File: config.mk
export PLATFORM = sky130hd
export DESIGN_NAME = lut_config_loader_flat
export DESIGN_NICKNAME = d
export VERILOG_FILES = /design/src/rtl/lut_config_loader_if.sv /design/src/rtl/lut_config_loader.sv /design/src/flat_wrapper.sv
export SDC_FILE = /design/constraint.sdc
export NUM_CORES = 1
export LEC_CHECK = 0
export ABC_AREA = 1
export CAP_MARGIN = 10
export CORE_AREA = 4 4 86 56
export CTS_CLUSTER_SIZE = 40
export DETAILED_ROUTE_END_ITERATION = 6
export DIE_AREA = 0 0 90 60
export PLACE_DENSITY = 0.55
export SLEW_MARGIN = 20
export SYNTH_ARGS = -nofsm -noshare
export SYNTH_HDL_FRONTEND = slang
export SYNTH_SLANG_ARGS = --single-unit
File: constraint.sdc
create_clock -name config_clk -period 1.7 [get_ports config_clk]
set_input_delay 0.34 -clock config_clk [delete_from_list [all_inputs] [get_ports config_clk]]
set_output_delay 0.34 -clock config_clk [all_outputs]
set_load 0.1 [all_outputs]
File: src/rtl/lut_config_loader_if.sv
// Bitstream word channel between the host and the LUT config loader.
// Ports: s_valid/s_data driven by the host, s_ready returned by the loader.
// Latency: none, wires only. Backpressure: the host holds s_data until s_valid & s_ready.
interface lut_config_loader_if #(
  parameter int CW = 8
);
  logic          s_valid;
  logic [CW-1:0] s_data;
  logic          s_ready;

  modport master (output s_valid, output s_data, input s_ready);
  modport slave  (input s_valid, input s_data, output s_ready);
endinterface

File: src/rtl/lut_config_loader.sv
// Purpose: streams WORDS config words into a daisy-chained LUT config chain and
//   then checks an XOR checksum trailer word, reporting done or error.
// Latency: a LOAD handshake appears on config_en/config_in one cycle later.
// Backpressure: s_ready is high only in LOAD/CHECK; a low s_valid stalls in place.
// Ports: config_clk, config_rst_n (async, active low), start (pulse), abort (level),
//   s_bus (slave: s_valid, s_data, s_ready), config_en/config_in (chain head),
//   busy/done/error status, words_loaded (data words shifted since last start).
module lut_config_loader #(
  parameter int CONFIG_WIDTH = 8,
  parameter int MEM_SIZE     = 16,
  parameter int NUM_LUTS     = 4,
  localparam int WORDS = NUM_LUTS * MEM_SIZE / CONFIG_WIDTH,
  localparam int CNT_W = $clog2(WORDS + 1)
) (
  input  logic                    config_clk,
  input  logic                    config_rst_n,
  input  logic                    start,
  input  logic                    abort,
  lut_config_loader_if.slave      s_bus,
  output logic                    config_en,
  output logic [CONFIG_WIDTH-1:0] config_in,
  output logic                    busy,
  output logic                    done,
  output logic                    error,
  output logic [CNT_W-1:0]        words_loaded
);

  typedef enum logic [2:0] {
    ST_IDLE  = 3'd0,
    ST_LOAD  = 3'd1,
    ST_CHECK = 3'd2,
    ST_DONE  = 3'd3,
    ST_ERROR = 3'd4
  } state_t;

  localparam logic [CNT_W-1:0] LAST_WORD = CNT_W'(WORDS - 1);
  localparam logic [CNT_W-1:0] ALL_WORDS = CNT_W'(WORDS);

  state_t                  state_q, state_d;
  logic [CNT_W-1:0]        count_q, count_d;
  logic [CONFIG_WIDTH-1:0] csum_q, csum_d;
  logic                    cfg_en_q, cfg_en_d;
  logic [CONFIG_WIDTH-1:0] cfg_in_q, cfg_in_d;

  logic s_ready_c;
  logic hs;

  assign s_bus.s_ready = s_ready_c;
  assign hs            = s_bus.s_valid & s_ready_c;

  // State register plus datapath flops.
  always_ff @(posedge config_clk or negedge config_rst_n) begin
    if (!config_rst_n) begin
      state_q  <= ST_IDLE;
      count_q  <= '0;
      csum_q   <= '0;
      cfg_en_q <= 1'b0;
      cfg_in_q <= '0;
    end else begin
      state_q  <= state_d;
      count_q  <= count_d;
      csum_q   <= csum_d;
      cfg_en_q <= cfg_en_d;
      cfg_in_q <= cfg_in_d;
    end
  end

  // Next-state and datapath update.
  always_comb begin
    state_d  = state_q;
    count_d  = count_q;
    csum_d   = csum_q;
    cfg_en_d = 1'b0;
    cfg_in_d = cfg_in_q;
    unique case (state_q)
      ST_IDLE, ST_DONE, ST_ERROR: begin
        // abort beats a simultaneous start, so nothing is cleared then.
        if (start && !abort) begin
          state_d = ST_LOAD;
          count_d = '0;
          csum_d  = '0;
        end
      end
      ST_LOAD: begin
        if (hs) begin
          cfg_en_d = 1'b1;
          cfg_in_d = s_bus.s_data;
          csum_d   = csum_q ^ s_bus.s_data;
          if (count_q < ALL_WORDS) count_d = count_q + CNT_W'(1);
          if (count_q == LAST_WORD) state_d = ST_CHECK;
        end
      end
      ST_CHECK: begin
        // Trailer word is compared only; it never reaches the chain.
        if (hs) state_d = (s_bus.s_data == csum_q) ? ST_DONE : ST_ERROR;
      end
      default: state_d = ST_IDLE;
    endcase
    if (abort) state_d = ST_IDLE;
  end

  // Outputs decoded from the registered state.
  always_comb begin
    s_ready_c = (state_q == ST_LOAD) || (state_q == ST_CHECK);
    busy      = s_ready_c;
    done      = (state_q == ST_DONE);
    error     = (state_q == ST_ERROR);
  end

  assign config_en    = cfg_en_q;
  assign config_in    = cfg_in_q;
  assign words_loaded = count_q;

endmodule

File: src/flat_wrapper.sv
// flat-port wrapper written by rule: the top's interface ports become plain ports
module lut_config_loader_flat 
#(
  parameter int CONFIG_WIDTH = 8,
  parameter int MEM_SIZE     = 16,
  parameter int NUM_LUTS     = 4,
  localparam int WORDS = NUM_LUTS * MEM_SIZE / CONFIG_WIDTH,
  localparam int CNT_W = $clog2(WORDS + 1)
)
  (config_clk, config_rst_n, start, abort, config_en, config_in, busy, done, error, words_loaded, s_bus_s_valid, s_bus_s_data, s_bus_s_ready);
  lut_config_loader_if #(.CW((8))) s_bus_i ();
  input  logic config_clk;
  input  logic config_rst_n;
  input  logic start;
  input  logic abort;
  output logic config_en;
  output logic [CONFIG_WIDTH-1:0] config_in;
  output logic busy;
  output logic done;
  output logic error;
  output logic [CNT_W-1:0] words_loaded;
  input wire logic [$bits(s_bus_i.s_valid)-1:0] s_bus_s_valid;
  input wire logic [$bits(s_bus_i.s_data)-1:0] s_bus_s_data;
  output wire logic [$bits(s_bus_i.s_ready)-1:0] s_bus_s_ready;
  assign s_bus_i.s_valid = s_bus_s_valid;
  assign s_bus_i.s_data = s_bus_s_data;
  assign s_bus_s_ready = s_bus_i.s_ready;
  lut_config_loader #(.CONFIG_WIDTH(CONFIG_WIDTH), .MEM_SIZE(MEM_SIZE), .NUM_LUTS(NUM_LUTS)) u_core (.config_clk(config_clk), .config_rst_n(config_rst_n), .start(start), .abort(abort), .s_bus(s_bus_i), .config_en(config_en), .config_in(config_in), .busy(busy), .done(done), .error(error), .words_loaded(words_loaded));
endmodule
=== After elaboration in Yosys (flattened, before gate mapping) ===
Index checks and enable logic that the tools add are counted.

* Reductions and logical operators: 10
* Order comparisons: 1
* Add/sub/neg operators: 1
* Bitwise operators: 2
* Equality and inequality tests: 13
* Muxes and demuxes: 16

{| class="wikitable"
|+ Operators by type and width
! operator !! number
|-
| $mux 3 || 6
|-
| $mux 8 || 2
|-
| $pmux 8 s2 || 1
|-
| $mux 4 || 3
|-
| $ne 3x2->1 const B || 4
|-
| $pmux 3 s3 || 1
|-
| $eq 8x8->1 || 1
|-
| $pmux 4 s2 || 1
|-
| $reduce_and 4->1 || 2
|-
| $xor 8x8->8 || 1
|-
| $eq 3x2->1 const B || 2
|-
| $ne 2x1->1 const B || 3
|-
| $add 4x1->4 const B || 1
|-
| $eq 4x3->1 const B || 1
|-
| $lt 4x4->1 const B || 1
|-
| $eq 3x1->1 const B || 1
|-
| $eq 3x3->1 const B || 1
|-
| $logic_not 3->1 || 1
|-
| $reduce_and 3->1 || 1
|-
| $reduce_or 3->1 || 1
|-
| $mux 1 || 2
|-
| $reduce_and 2->1 || 1
|-
| $reduce_bool 2->1 || 1
|-
| $and 1x1->1 || 1
|-
| 3 further kinds || 3
|}

* Register bits: 24
* Word-level logic and storage cells: 48
* Input bits: 13

=== Logic depth before layout (Yosys ltp) ===
* Depth in word-level cells: 6
* Gate-level depth with buffers: 10
* Mapped depth without buffers: 9

=== Least setup slack after synthesis ===
OpenSTA, ideal clock, no wires.

* Path type: register to output
* Start: register u_core.state_q[1]
* End: output port error
* Required time: 1.360 ns
* Arrival time: 1.841 ns
* Stages on the path, launching flop included: 4
* Path slack: -0.481 ns
* Cell sequence: dfrtp_1 -> nor2_1 -> inv_1 -> nor2_1

* Cells in the longest elaborated chain, start to end: 1

{| class="wikitable"
|+ Ends and longest elaborated chain
! what !! line !! text
|-
| start: declaration || lut_config_loader.sv:39 || <nowiki>state_t state_q, state_d;</nowiki>
|-
| start signal: assignment || lut_config_loader.sv:60 || <nowiki>state_q <= state_d;</nowiki>
|-
| $eq 3x3->1 || lut_config_loader.sv:107 || <nowiki>error = (state_q == ST_ERROR);</nowiki>
|-
| end: declaration || flat_wrapper.sv:20 || <nowiki>output logic error;</nowiki>
|}

Every way passes these cells.

=== Final worst setup path ===
* Start: register u_core.state_q[2]
* End: output port done

* Cells in the longest elaborated chain, start to end: 1

{| class="wikitable"
|+ Ends and longest elaborated chain
! what !! line !! text
|-
| $eq 3x2->1 || lut_config_loader.sv:106 || <nowiki>done = (state_q == ST_DONE);</nowiki>
|-
| end: declaration || flat_wrapper.sv:19 || <nowiki>output logic done;</nowiki>
|}

Every way passes these cells.

==> metrics.txt <==
status=finished clean; DIE WIDTH=90 um; Critical Path RT=1.36 ns; Crit-path slowest cell=dfrtp_2; cells along the critical path=inv_2 -> nand3_1 -> inv_1 -> buf_12; count of buffer and inverter cells on the critical path=3; via-per-instance ratio=4.466; critical path class=register to output pin; Worst R2R End=u_core.csum_q[0]; Multi-input gate area=653.1 sq um; RD Place Congestion=0.7709; CTS tree=built; CTS HTree Levels=1; antenna violations before repair=0; # placed instances=258; Worst-path clk slew=0.09 ns; Yosys cell types=22; hold buffers post-CTS=0; Max VDD drop=0.0007155 V; Syn Inst Count=180; area post-placement=1898 sq um; CP Launch Point=u_core.state_q[2]; period utilization=95.11%; Net Switching=2.312 mW; vias in the first global route=1155; pwr dens=2181 nW/um^2; Cell Rows=18; M2 GR Usage=20.49%; Post-Route WL=3156 um; Yosys warnings=0; largest net degree at the start of global routing=25; met3 Use GR=4.528%; Setup Skew=0.01077 ns; max incr delay on CP=0.45 ns; root buf cell=clkbuf_8; CP Max Fanout=4; Worst setup EP type=output pin; Cell Area, Synth=1376 sq um; slew margin rel.=78.45%; DRC=0; antenna viol nets, final=0; GR Overflow Total=0; first-pass iteration count of the detailed router=4; Detailed Place HPWL=2431 um; # IOs=30; register area=605.6 sq um; via count=1188; ant diodes=0; Longest Clk Path Bufs=2; GRT busiest layer=met2; min-delay worst type=primary input to asynchronous set/reset pin; initial detailed-routing violation count=57; final std cells w/o fill=266; internal power=2.098 mW; Die H=60 um; MaxCap Viol Count=0; DR WL/cell=11.86 um; Setup crit end=done; fin nets=231; final setup violating endpoints=0; initial core utilization=34.53%; Sequential Power Share=22.7%; register area share after synthesis=43.64%; RSZ-0062 raised after global routing=false; CTS sink cnt=24; WP data arrival=1.28 ns; most frequent cells in the layout=nand2_1 (61), inv_1 (25), dfrtp_1 (20); combinational share of power=65.8%; core area=3986 sq um; Pins Over Slew Limit=0; Slew @ Worst Pin=0.3220 ns; Period minus WS final=1.617 ns; Switching Fraction=52.43%; design area=2022 sq um; Leak Pwr=1.027 nW; Top delay family on crit path=flip-flops; Fill cells=363; stages on the worst setup path=4; die area=5400 sq um; first-pass GRT wire length=5395 um; area grow syn2layout=46.91%; syn avg cell area=7.646 sq um; Final Hold Viols=0; layout cells sized above 1=26.85%; met1 GRT Util=16.05%; FF-to-FF setup slack=0.20 ns; Clock power frac=11.5%; Peak Freq=618.5 MHz; Port Buffers=29; Clock Latency Late Sink=0.27 ns; gr usage total=12.56%; commonest non-fill, non-tap cell in the layout=nand2_1; R2R cell count=8; CP Launch Type=register; cts bufs inserted=3; syn_nets=194; FF+latch count, synth=24; RR Startpoint=u_core.state_q[1]
worst reg2reg max path: stages, from the launching register on:
cell     delay (ns)
dfrtp_2        0.47
buf_4          0.16
nor3_4         0.26
nand2_4        0.08
nand2_4        0.09
nand2_8        0.07
inv_8          0.14
nand2_1        0.09
o21ai_2        0.07
area by class of cell:
type	count	share of cell area (%)
clock buffers	3	2.042
multi-input cells	123	32.30
well taps	50	3.094
clock inverters	1	1.485
flip-flops and latches	24	29.95
inverters	29	5.755
repair buffers	36	25.37
cell usage after synthesis (all sizes together):
cell	n	area (sq um)
buf	3	32.53
clkbuf	1	3.750
dfrtp	24	600.6
ha	1	12.51
inv	29	116.4
nand2	70	319.1
nand3	9	45.04
nand4	1	6.260
nor2	18	75.07
nor3	2	21.27
o21ai	21	135.1
xor2	1	8.760
power by group through the flow:
stage	Combinational [mW]	Sequential, mW	Clock, mW
4_1_cts	2.84	0.999	0.519
3_3_place_gp	2.77	0.991	0
6_report	2.90	1.00	0.507
2_1_floorplan	1.26	1.71	0
5_1_grt	3.09	1.03	0.545
3_5_place_dp	2.83	1.01	0
how the worst min path moves through the flow:
| stage | from | endpoint | slack, ns | depth (start not counted) |
|---|---|---|---|---|
| finish | config_rst_n | u_core.config_en | 0.42 | 2 |
| global route | config_rst_n | u_core.config_in[6] | 0.47 | 2 |
| CTS | config_rst_n | u_core.config_in[6] | 0.44 | 2 |
| detailed placement | u_core.csum_q[3] | u_core.csum_q[3] | 0.54 | 2 |
| global placement | u_core.csum_q[2] | u_core.csum_q[2] | 0.53 | 2 |
| floorplan | config_rst_n | u_core.config_en | 0.04 | 0 |
logic make-up after synthesis:
kind of cell             after synthesis  share of synthesized area (%)
AND/OR/NAND/NOR                      100                          33.91
buffers and inverters                 33                          11.09
flip-flops                            24                          43.64
AO/OA/AOI/OAI                         21                          9.818
XOR/XNOR                               1                         0.6365
adder cells (fa/ha/maj)                1                         0.9089
what timing repair did:
| item | 4_1_cts | 5_1_grt |
|---|---|---|
| setup buffers | 0 | 4 |
| endpoints found under the setup margin | 2 | 2 |
| resized for setup | 4 | 4 |
| pin swaps | 0 | 2 |
per-stage QoR:
step           power, mW  setup TNS (ns)  setup slack (ns)  util (%)  hold WS, ns
2_1_floorplan      2.969        -0.01399          -0.01399         -      0.04441
3_3_place_gp       3.762               0            0.1816     47.61       0.5272
3_5_place_dp       3.835               0            0.1535     47.61       0.5365
4_1_cts            4.363               0          0.007609     49.65       0.4364
5_1_grt            4.671               0           0.01762     50.72       0.4693
6_report           4.411               0           0.08317     50.72       0.4226
layer usage:
metal | part of all wire, % | routed length [um] | vias up
li1 | - | - | 619
met1 | 49 | 1544 | 546
met2 | 45 | 1411 | 21
met3 | 5.5 | 175 | 2
met4 | 0.73 | 23 | 0
met5 | 0 | 0 | -
sequential cells by signal, summed over array words and instances (netlist names):
register,cells
u_core.csum_q,8
u_core.words_loaded,4
u_core.state_q,3
u_core.config_in,8
u_core.config_en,1
Note: power is estimated with default switching activity, not from simulation.
